===== src/rtl/tl_arb_pkg.sv =====
// Shared TileLink A-channel arbiter definitions: opcodes, beat count, FSM states.
package tl_arb_pkg;

   localparam int unsigned DATA_W     = 64;
   localparam int unsigned ADDR_W     = 32;
   localparam int unsigned SRC_W      = 4;
   localparam int unsigned MASK_W     = 8;
   localparam int unsigned BEAT_CNT_W = 4;
   localparam int unsigned BEATS_W    = 5;

   localparam logic [2:0] OP_PUT_FULL    = 3'd0;
   localparam logic [2:0] OP_PUT_PARTIAL = 3'd1;
   localparam logic [2:0] OP_ARITH       = 3'd2;
   localparam logic [2:0] OP_LOGIC       = 3'd3;
   localparam logic [2:0] OP_GET         = 3'd4;
   localparam logic [2:0] OP_HINT        = 3'd5;
   localparam logic [2:0] OP_ACQ_BLOCK   = 3'd6;
   localparam logic [2:0] OP_ACQ_PERM    = 3'd7;

   typedef enum logic {
      ST_IDLE  = 1'b0,
      ST_BURST = 1'b1
   } arb_state_e;

   typedef struct packed {
      logic [2:0]        opcode;
      logic [2:0]        param;
      logic [2:0]        size;
      logic [SRC_W-1:0]  source;
      logic [ADDR_W-1:0] address;
      logic [MASK_W-1:0] mask;
      logic [DATA_W-1:0] data;
      logic              corrupt;
   } tl_a_bits_t;

   // Beats in an A message: dataless opcodes and sub-beat sizes are one beat.
   function automatic logic [BEATS_W-1:0] a_beats(input logic [2:0] opcode,
                                                  input logic [2:0] size);
      if (opcode >= OP_GET || size <= 3'd3) return BEATS_W'(1);
      return BEATS_W'(1) << (size - 3'd3);
   endfunction

endpackage


===== src/rtl/tl_rr_grant_2.sv =====
// Two-way round-robin grant: a lone requester wins, a tie goes to ptr.
module tl_rr_grant_2 (
   input  logic [1:0] valid,
   input  logic       ptr,
   output logic       grant_any,
   output logic       grant_idx
);

   always_comb begin
      grant_any = |valid;
      grant_idx = (&valid) ? ptr : valid[1];
   end

endmodule


===== src/rtl/tl_a_arbiter_2.sv =====
// Two-client TileLink arbiter: round-robin A channel with burst lock,
// stateless D return routing on the top source bit.
module tl_a_arbiter_2
   import tl_arb_pkg::*;
(
   input  logic        clock,
   input  logic        reset,

   input  logic        in0_a_valid,
   output logic        in0_a_ready,
   input  logic [2:0]  in0_a_bits_opcode,
   input  logic [2:0]  in0_a_bits_param,
   input  logic [2:0]  in0_a_bits_size,
   input  logic [3:0]  in0_a_bits_source,
   input  logic [31:0] in0_a_bits_address,
   input  logic [7:0]  in0_a_bits_mask,
   input  logic [63:0] in0_a_bits_data,
   input  logic        in0_a_bits_corrupt,

   input  logic        in1_a_valid,
   output logic        in1_a_ready,
   input  logic [2:0]  in1_a_bits_opcode,
   input  logic [2:0]  in1_a_bits_param,
   input  logic [2:0]  in1_a_bits_size,
   input  logic [3:0]  in1_a_bits_source,
   input  logic [31:0] in1_a_bits_address,
   input  logic [7:0]  in1_a_bits_mask,
   input  logic [63:0] in1_a_bits_data,
   input  logic        in1_a_bits_corrupt,

   output logic        in0_d_valid,
   input  logic        in0_d_ready,
   output logic [2:0]  in0_d_bits_opcode,
   output logic [1:0]  in0_d_bits_param,
   output logic [2:0]  in0_d_bits_size,
   output logic [3:0]  in0_d_bits_source,
   output logic [2:0]  in0_d_bits_sink,
   output logic        in0_d_bits_denied,
   output logic [63:0] in0_d_bits_data,
   output logic        in0_d_bits_corrupt,

   output logic        in1_d_valid,
   input  logic        in1_d_ready,
   output logic [2:0]  in1_d_bits_opcode,
   output logic [1:0]  in1_d_bits_param,
   output logic [2:0]  in1_d_bits_size,
   output logic [3:0]  in1_d_bits_source,
   output logic [2:0]  in1_d_bits_sink,
   output logic        in1_d_bits_denied,
   output logic [63:0] in1_d_bits_data,
   output logic        in1_d_bits_corrupt,

   output logic        out_a_valid,
   input  logic        out_a_ready,
   output logic [2:0]  out_a_bits_opcode,
   output logic [2:0]  out_a_bits_param,
   output logic [2:0]  out_a_bits_size,
   output logic [4:0]  out_a_bits_source,
   output logic [31:0] out_a_bits_address,
   output logic [7:0]  out_a_bits_mask,
   output logic [63:0] out_a_bits_data,
   output logic        out_a_bits_corrupt,

   input  logic        out_d_valid,
   output logic        out_d_ready,
   input  logic [2:0]  out_d_bits_opcode,
   input  logic [1:0]  out_d_bits_param,
   input  logic [2:0]  out_d_bits_size,
   input  logic [4:0]  out_d_bits_source,
   input  logic [2:0]  out_d_bits_sink,
   input  logic        out_d_bits_denied,
   input  logic [63:0] out_d_bits_data,
   input  logic        out_d_bits_corrupt
);

   tl_a_bits_t            a0, a1, a_sel;
   arb_state_e            state_q, state_d;
   logic                  ptr_q, ptr_d, lock_q, lock_d;
   logic [BEAT_CNT_W-1:0] cnt_q, cnt_d;
   logic                  rr_any, rr_idx, sel, granted, fire, d_sel;
   logic [BEATS_W-1:0]    beats;

   assign a0 = '{opcode: in0_a_bits_opcode, param: in0_a_bits_param, size: in0_a_bits_size,
                 source: in0_a_bits_source, address: in0_a_bits_address, mask: in0_a_bits_mask,
                 data: in0_a_bits_data, corrupt: in0_a_bits_corrupt};
   assign a1 = '{opcode: in1_a_bits_opcode, param: in1_a_bits_param, size: in1_a_bits_size,
                 source: in1_a_bits_source, address: in1_a_bits_address, mask: in1_a_bits_mask,
                 data: in1_a_bits_data, corrupt: in1_a_bits_corrupt};

   tl_rr_grant_2 u_rr (
      .valid     ({in1_a_valid, in0_a_valid}),
      .ptr       (ptr_q),
      .grant_any (rr_any),
      .grant_idx (rr_idx)
   );

   // Grant, handshake and next-state; a burst holds its client until the last beat.
   always_comb begin
      state_d = state_q;
      cnt_d   = cnt_q;
      ptr_d   = ptr_q;
      lock_d  = lock_q;

      sel         = (state_q == ST_BURST) ? lock_q : rr_idx;
      granted     = (state_q == ST_BURST) || rr_any;
      a_sel       = sel ? a1 : a0;
      out_a_valid = !reset && (sel ? in1_a_valid : in0_a_valid);
      in0_a_ready = !reset && granted && !sel && out_a_ready;
      in1_a_ready = !reset && granted && sel && out_a_ready;
      fire        = out_a_valid && out_a_ready;
      beats       = a_beats(a_sel.opcode, a_sel.size);

      case (state_q)
         ST_IDLE: begin
            if (fire) begin
               if (beats > BEATS_W'(1)) begin
                  state_d = ST_BURST;
                  cnt_d   = BEAT_CNT_W'(beats - BEATS_W'(1));
                  lock_d  = sel;
               end else begin
                  ptr_d = ~sel;
               end
            end
         end
         ST_BURST: begin
            if (fire) begin
               cnt_d = cnt_q - BEAT_CNT_W'(1);
               if (cnt_q == BEAT_CNT_W'(1)) begin
                  state_d = ST_IDLE;
                  ptr_d   = ~lock_q;
               end
            end
         end
         default: state_d = ST_IDLE;
      endcase
   end

   always_ff @(posedge clock or posedge reset) begin
      if (reset) begin
         state_q <= ST_IDLE;
         cnt_q   <= '0;
         ptr_q   <= 1'b0;
         lock_q  <= 1'b0;
      end else begin
         state_q <= state_d;
         cnt_q   <= cnt_d;
         ptr_q   <= ptr_d;
         lock_q  <= lock_d;
      end
   end

   assign out_a_bits_opcode  = a_sel.opcode;
   assign out_a_bits_param   = a_sel.param;
   assign out_a_bits_size    = a_sel.size;
   assign out_a_bits_source  = {sel, a_sel.source};
   assign out_a_bits_address = a_sel.address;
   assign out_a_bits_mask    = a_sel.mask;
   assign out_a_bits_data    = a_sel.data;
   assign out_a_bits_corrupt = a_sel.corrupt;

   // D return: top source bit picks the client, payload fans out to both.
   assign d_sel       = out_d_bits_source[4];
   assign in0_d_valid = !reset && out_d_valid && !d_sel;
   assign in1_d_valid = !reset && out_d_valid && d_sel;
   assign out_d_ready = !reset && (d_sel ? in1_d_ready : in0_d_ready);

   assign in0_d_bits_opcode  = out_d_bits_opcode;
   assign in0_d_bits_param   = out_d_bits_param;
   assign in0_d_bits_size    = out_d_bits_size;
   assign in0_d_bits_source  = out_d_bits_source[3:0];
   assign in0_d_bits_sink    = out_d_bits_sink;
   assign in0_d_bits_denied  = out_d_bits_denied;
   assign in0_d_bits_data    = out_d_bits_data;
   assign in0_d_bits_corrupt = out_d_bits_corrupt;

   assign in1_d_bits_opcode  = out_d_bits_opcode;
   assign in1_d_bits_param   = out_d_bits_param;
   assign in1_d_bits_size    = out_d_bits_size;
   assign in1_d_bits_source  = out_d_bits_source[3:0];
   assign in1_d_bits_sink    = out_d_bits_sink;
   assign in1_d_bits_denied  = out_d_bits_denied;
   assign in1_d_bits_data    = out_d_bits_data;
   assign in1_d_bits_corrupt = out_d_bits_corrupt;

endmodule


===== config.mk =====
export PLATFORM = sky130hd
export DESIGN_NAME = tl_a_arbiter_2
export DESIGN_NICKNAME = d
export VERILOG_FILES = /design/src/rtl/tl_arb_pkg.sv /design/src/rtl/tl_rr_grant_2.sv /design/src/rtl/tl_a_arbiter_2.sv
export SDC_FILE = /design/constraint.sdc
export NUM_CORES = 1
export LEC_CHECK = 0
export CAP_MARGIN = 40
export CORE_AREA = 2 2 241 243
export CTS_CLUSTER_SIZE = 16
export DETAILED_ROUTE_END_ITERATION = 6
export DIE_AREA = 0 0 243 245
export PLACE_DENSITY_LB_ADDON = 0.1
export SYNTH_ARGS = -nofsm -noshare
export SYNTH_HDL_FRONTEND = slang
export SYNTH_SLANG_ARGS = --single-unit

===== constraint.sdc =====
create_clock -name clock -period 3.6 [get_ports clock]
set_input_delay 0.72 -clock clock [delete_from_list [all_inputs] [get_ports clock]]
set_output_delay 0.72 -clock clock [all_outputs]
set_load 0.02 [all_outputs]

==> run summary <==
status: complete, no violations
final WL: 18900 µm
Top delay family on crit path: buffers and inverters
Detailed Place HPWL: 16500 µm
RSZ-0062 raised after global routing: false
fmax: 286 MHz
Hold Crit Class: register to register
Final Hold Violating Endpoints: 0
Vias: 3519
global route total overflow: 0
clock sink total: 7
Core Util, Final: 0.125
drt wl/cell: 13.8 µm
CP arrival: 2.77 ns
Root Driver: clkbuf_16
Core Rows: 88
number of synthesized flops with an enable pin: 0
initial core utilization: 0.0586
pwr/cell area: 363 nW/µm²
post-DR vias/cell: 2.57
crit-path cells: clkdlybuf4s50_1, nand2b_4, o21ai_4, buf_12, buf_12, buf_4, mux2_2, clkdlybuf4s50_1
worst skew pair latency: 0.23 ns
Register Area: 175 µm²
vias in the first global route: 3807
Syn Nets: 708
Total GRT Usage: 0.0576
H-Tree Level Count: 1
GP Congestion: 0.697
num ports: 613
VDD IR max: 0.105 mV
Setup Skew: 0.00443 ns
CTS buffer count: 3
Die Wd: 243 µm
Lkg Pwr: 2.92 nW
area grow syn2layout: 113%
sequential share of the synthesized area: 0.0524
CP max FO: 9
I/O Buffers: 369
number of synthesized register bits: 7
initial DRC count: 66
Syn Area/Cell: 8.84 µm²
CTS Hold Bufs: 0
Mapped Area: 3340 µm²
Core Region: 57000 µm²
critical path capture point type: primary output
min Tclk post-route: 3.49 ns
DRC violations left: 0
critical path's slowest cell: clkdlybuf4s50_1
synthesized netlist cell count: 378
final slew viol count: 0
Buf+Inv Stages, Crit Path: 5
Max stage delay on crit path: 0.54 ns
Setup CP Type: input port to primary output
CP Launch Type: input port
global-route wire length before repair: 25800 µm
Max Cap Violations: 0
largest net degree at the start of global routing: 24
fin crit share: 0.970
Total Die Area: 59500 µm²
Worst slew margin: 0.623
Critical R2R Launch: state_q$_DFF_PP0_
# nets final: 934
Post-DRT Antenna Nets: 0
Reg clk slew, reported paths: 0.04 ns
Setup violations, final: 0
Tightest Pin Transition: 0.559 ns
CTS tree: built
FILL cells: 6655
final cell count without fillers: 1369
drt pass-1 iters: 4
placed cells: 1362
most used flip-flop cell after synthesis: dfrtp_1
ys async rst share: 1.00
synth unique cells: 38
CP Launch Point: in1_a_valid
share of layout cells above drive strength 1: 0.250
Min-Delay Startpoint: cnt_q[3]$_DFFE_PP0P_
Multi-input gate area: 1830 µm²
Max Root-Sink Buffers: 2
initial antenna violation count: 5
synthesis warning total: 0
Critical Path RT: 2.88 ns
Die Y: 245 µm
-- synthesized netlist by cell type, types with 2 or more instances --
library cell / instances / area (µm²)
buf_4: 171 / 1280
mux2_2: 110 / 1240
nor2_1: 11 / 41.3
mux2_1: 8 / 90.1
mux2i_1: 8 / 80.1
nand2_1: 8 / 30.0
dfrtp_1: 7 / 175
inv_1: 7 / 26.3
buf_2: 5 / 25.0
ha_1: 4 / 50.1
nor3_1: 4 / 20.0
o21ai_0: 4 / 20.0
nor3b_1: 3 / 22.5
a21oi_1: 2 / 10.0
nand2b_1: 2 / 12.5
nand2b_4: 2 / 27.5
-- power breakdown --
group          internal (W)  switching (W)  total, W
logic               0.00122        0.00102   0.00224
clock network      0.000148      0.0000434  0.000191
registers          0.000113      0.0000345  0.000147
-- through the flow --
stage | setup WS [ns] | cell area (µm²) | total power (W) | hold slack [ns] | setup TNS, ns
6_report | 0.107 | 7120 | 0.00258 | 0.536 | 0
3_5_place_dp | -0.0635 | 6960 | 0.00252 | 0.521 | -0.882
5_1_grt | 0.0183 | 7120 | 0.00276 | 0.549 | 0
3_3_place_gp | -0.0772 | 6960 | 0.00257 | 0.525 | -1.64
4_1_cts | 0.00251 | 7010 | 0.00268 | 0.530 | 0
2_1_floorplan | 0.934 | 3340 | 0.00158 | 0.489 | 0
-- registers in the layout, indices dropped and copies added, names as in the netlist --
| signal | flops |
|---|---|
| cnt_q | 4 |
| state_q | 1 |
| lock_q | 1 |
| ptr_q | 1 |
-- layout by cell type (no fill, tap or decap), types with 2 or more instances in the layout --
cell type / instances
mux2_1: 8
mux2_2: 110
nand2b_4: 2
dlygate4sd2_1: 62
buf_12: 7
dlymetal6s2s_1: 44
clkbuf_16: 3
a21oi_1: 2
inv_1: 7
nor3b_1: 3
ha_1: 4
clkdlybuf4s50_1: 262
o21ai_0: 4
nor2_1: 11
buf_4: 22
nor3_1: 4
nand2b_1: 2
mux2i_1: 8
dfrtp_1: 7
nand2_1: 8
-- layout make-up --
class	instances	area share
diodes	1	0.000351
clock buffers	4	0.0111
inverters	7	0.00369
multi-input cells	187	0.257
flip-flops and latches	7	0.0246
well taps	765	0.134
repair buffers	398	0.569
-- path summary, 6_finish.rpt --
| kind | to | slack [ns] | cells past startpoint |
|---|---|---|---|
| hold / removal | cnt_q[3]$_DFFE_PP0P_ | 0.54 | 1 |
| max in group asynchronous | cnt_q[1]$_DFFE_PP0P_ | 2.52 | 3 |
| setup / recovery | out_a_bits_data[59] | 0.11 | 8 |
| hold reg to reg | cnt_q[3]$_DFFE_PP0P_ | 0.54 | 1 |
| setup reg to reg | cnt_q[2]$_DFFE_PP0P_ | 0.91 | 12 |
| min in group asynchronous | lock_q$_DFFE_PP0P_ | 0.95 | 3 |
-- layer usage --
layer,routed length [µm],global-route usage,vias up
met2,8440,0.0955,377
met4,758,0.0233,4
met5,23,0,-
met3,3120,0.0394,53
li1,-,-,1579
met1,6510,0.0562,1506
-- logic make-up (layout without fill, tap and decap cells) --
family,after synthesis,in the layout,share of synthesized area
muxes,126,126,0.422
other,0,1,0
DFF,7,7,0.0524
adders and majority gates,4,4,0.0150
AOI/OAI and AO/OA,14,14,0.0326
buffers and inverters,184,409,0.401
and+or+nand+nor,42,42,0.0753
xor gates and xnor gates,1,1,0.00262
-- timing repair --
action,in CTS,in global routing
resized for setup,62,44
endpoints found under the setup margin,64,44
gates cloned,1,0
setup buffers,1,0
pin swaps,1,0
Note: power is estimated with default switching activity, not from simulation.
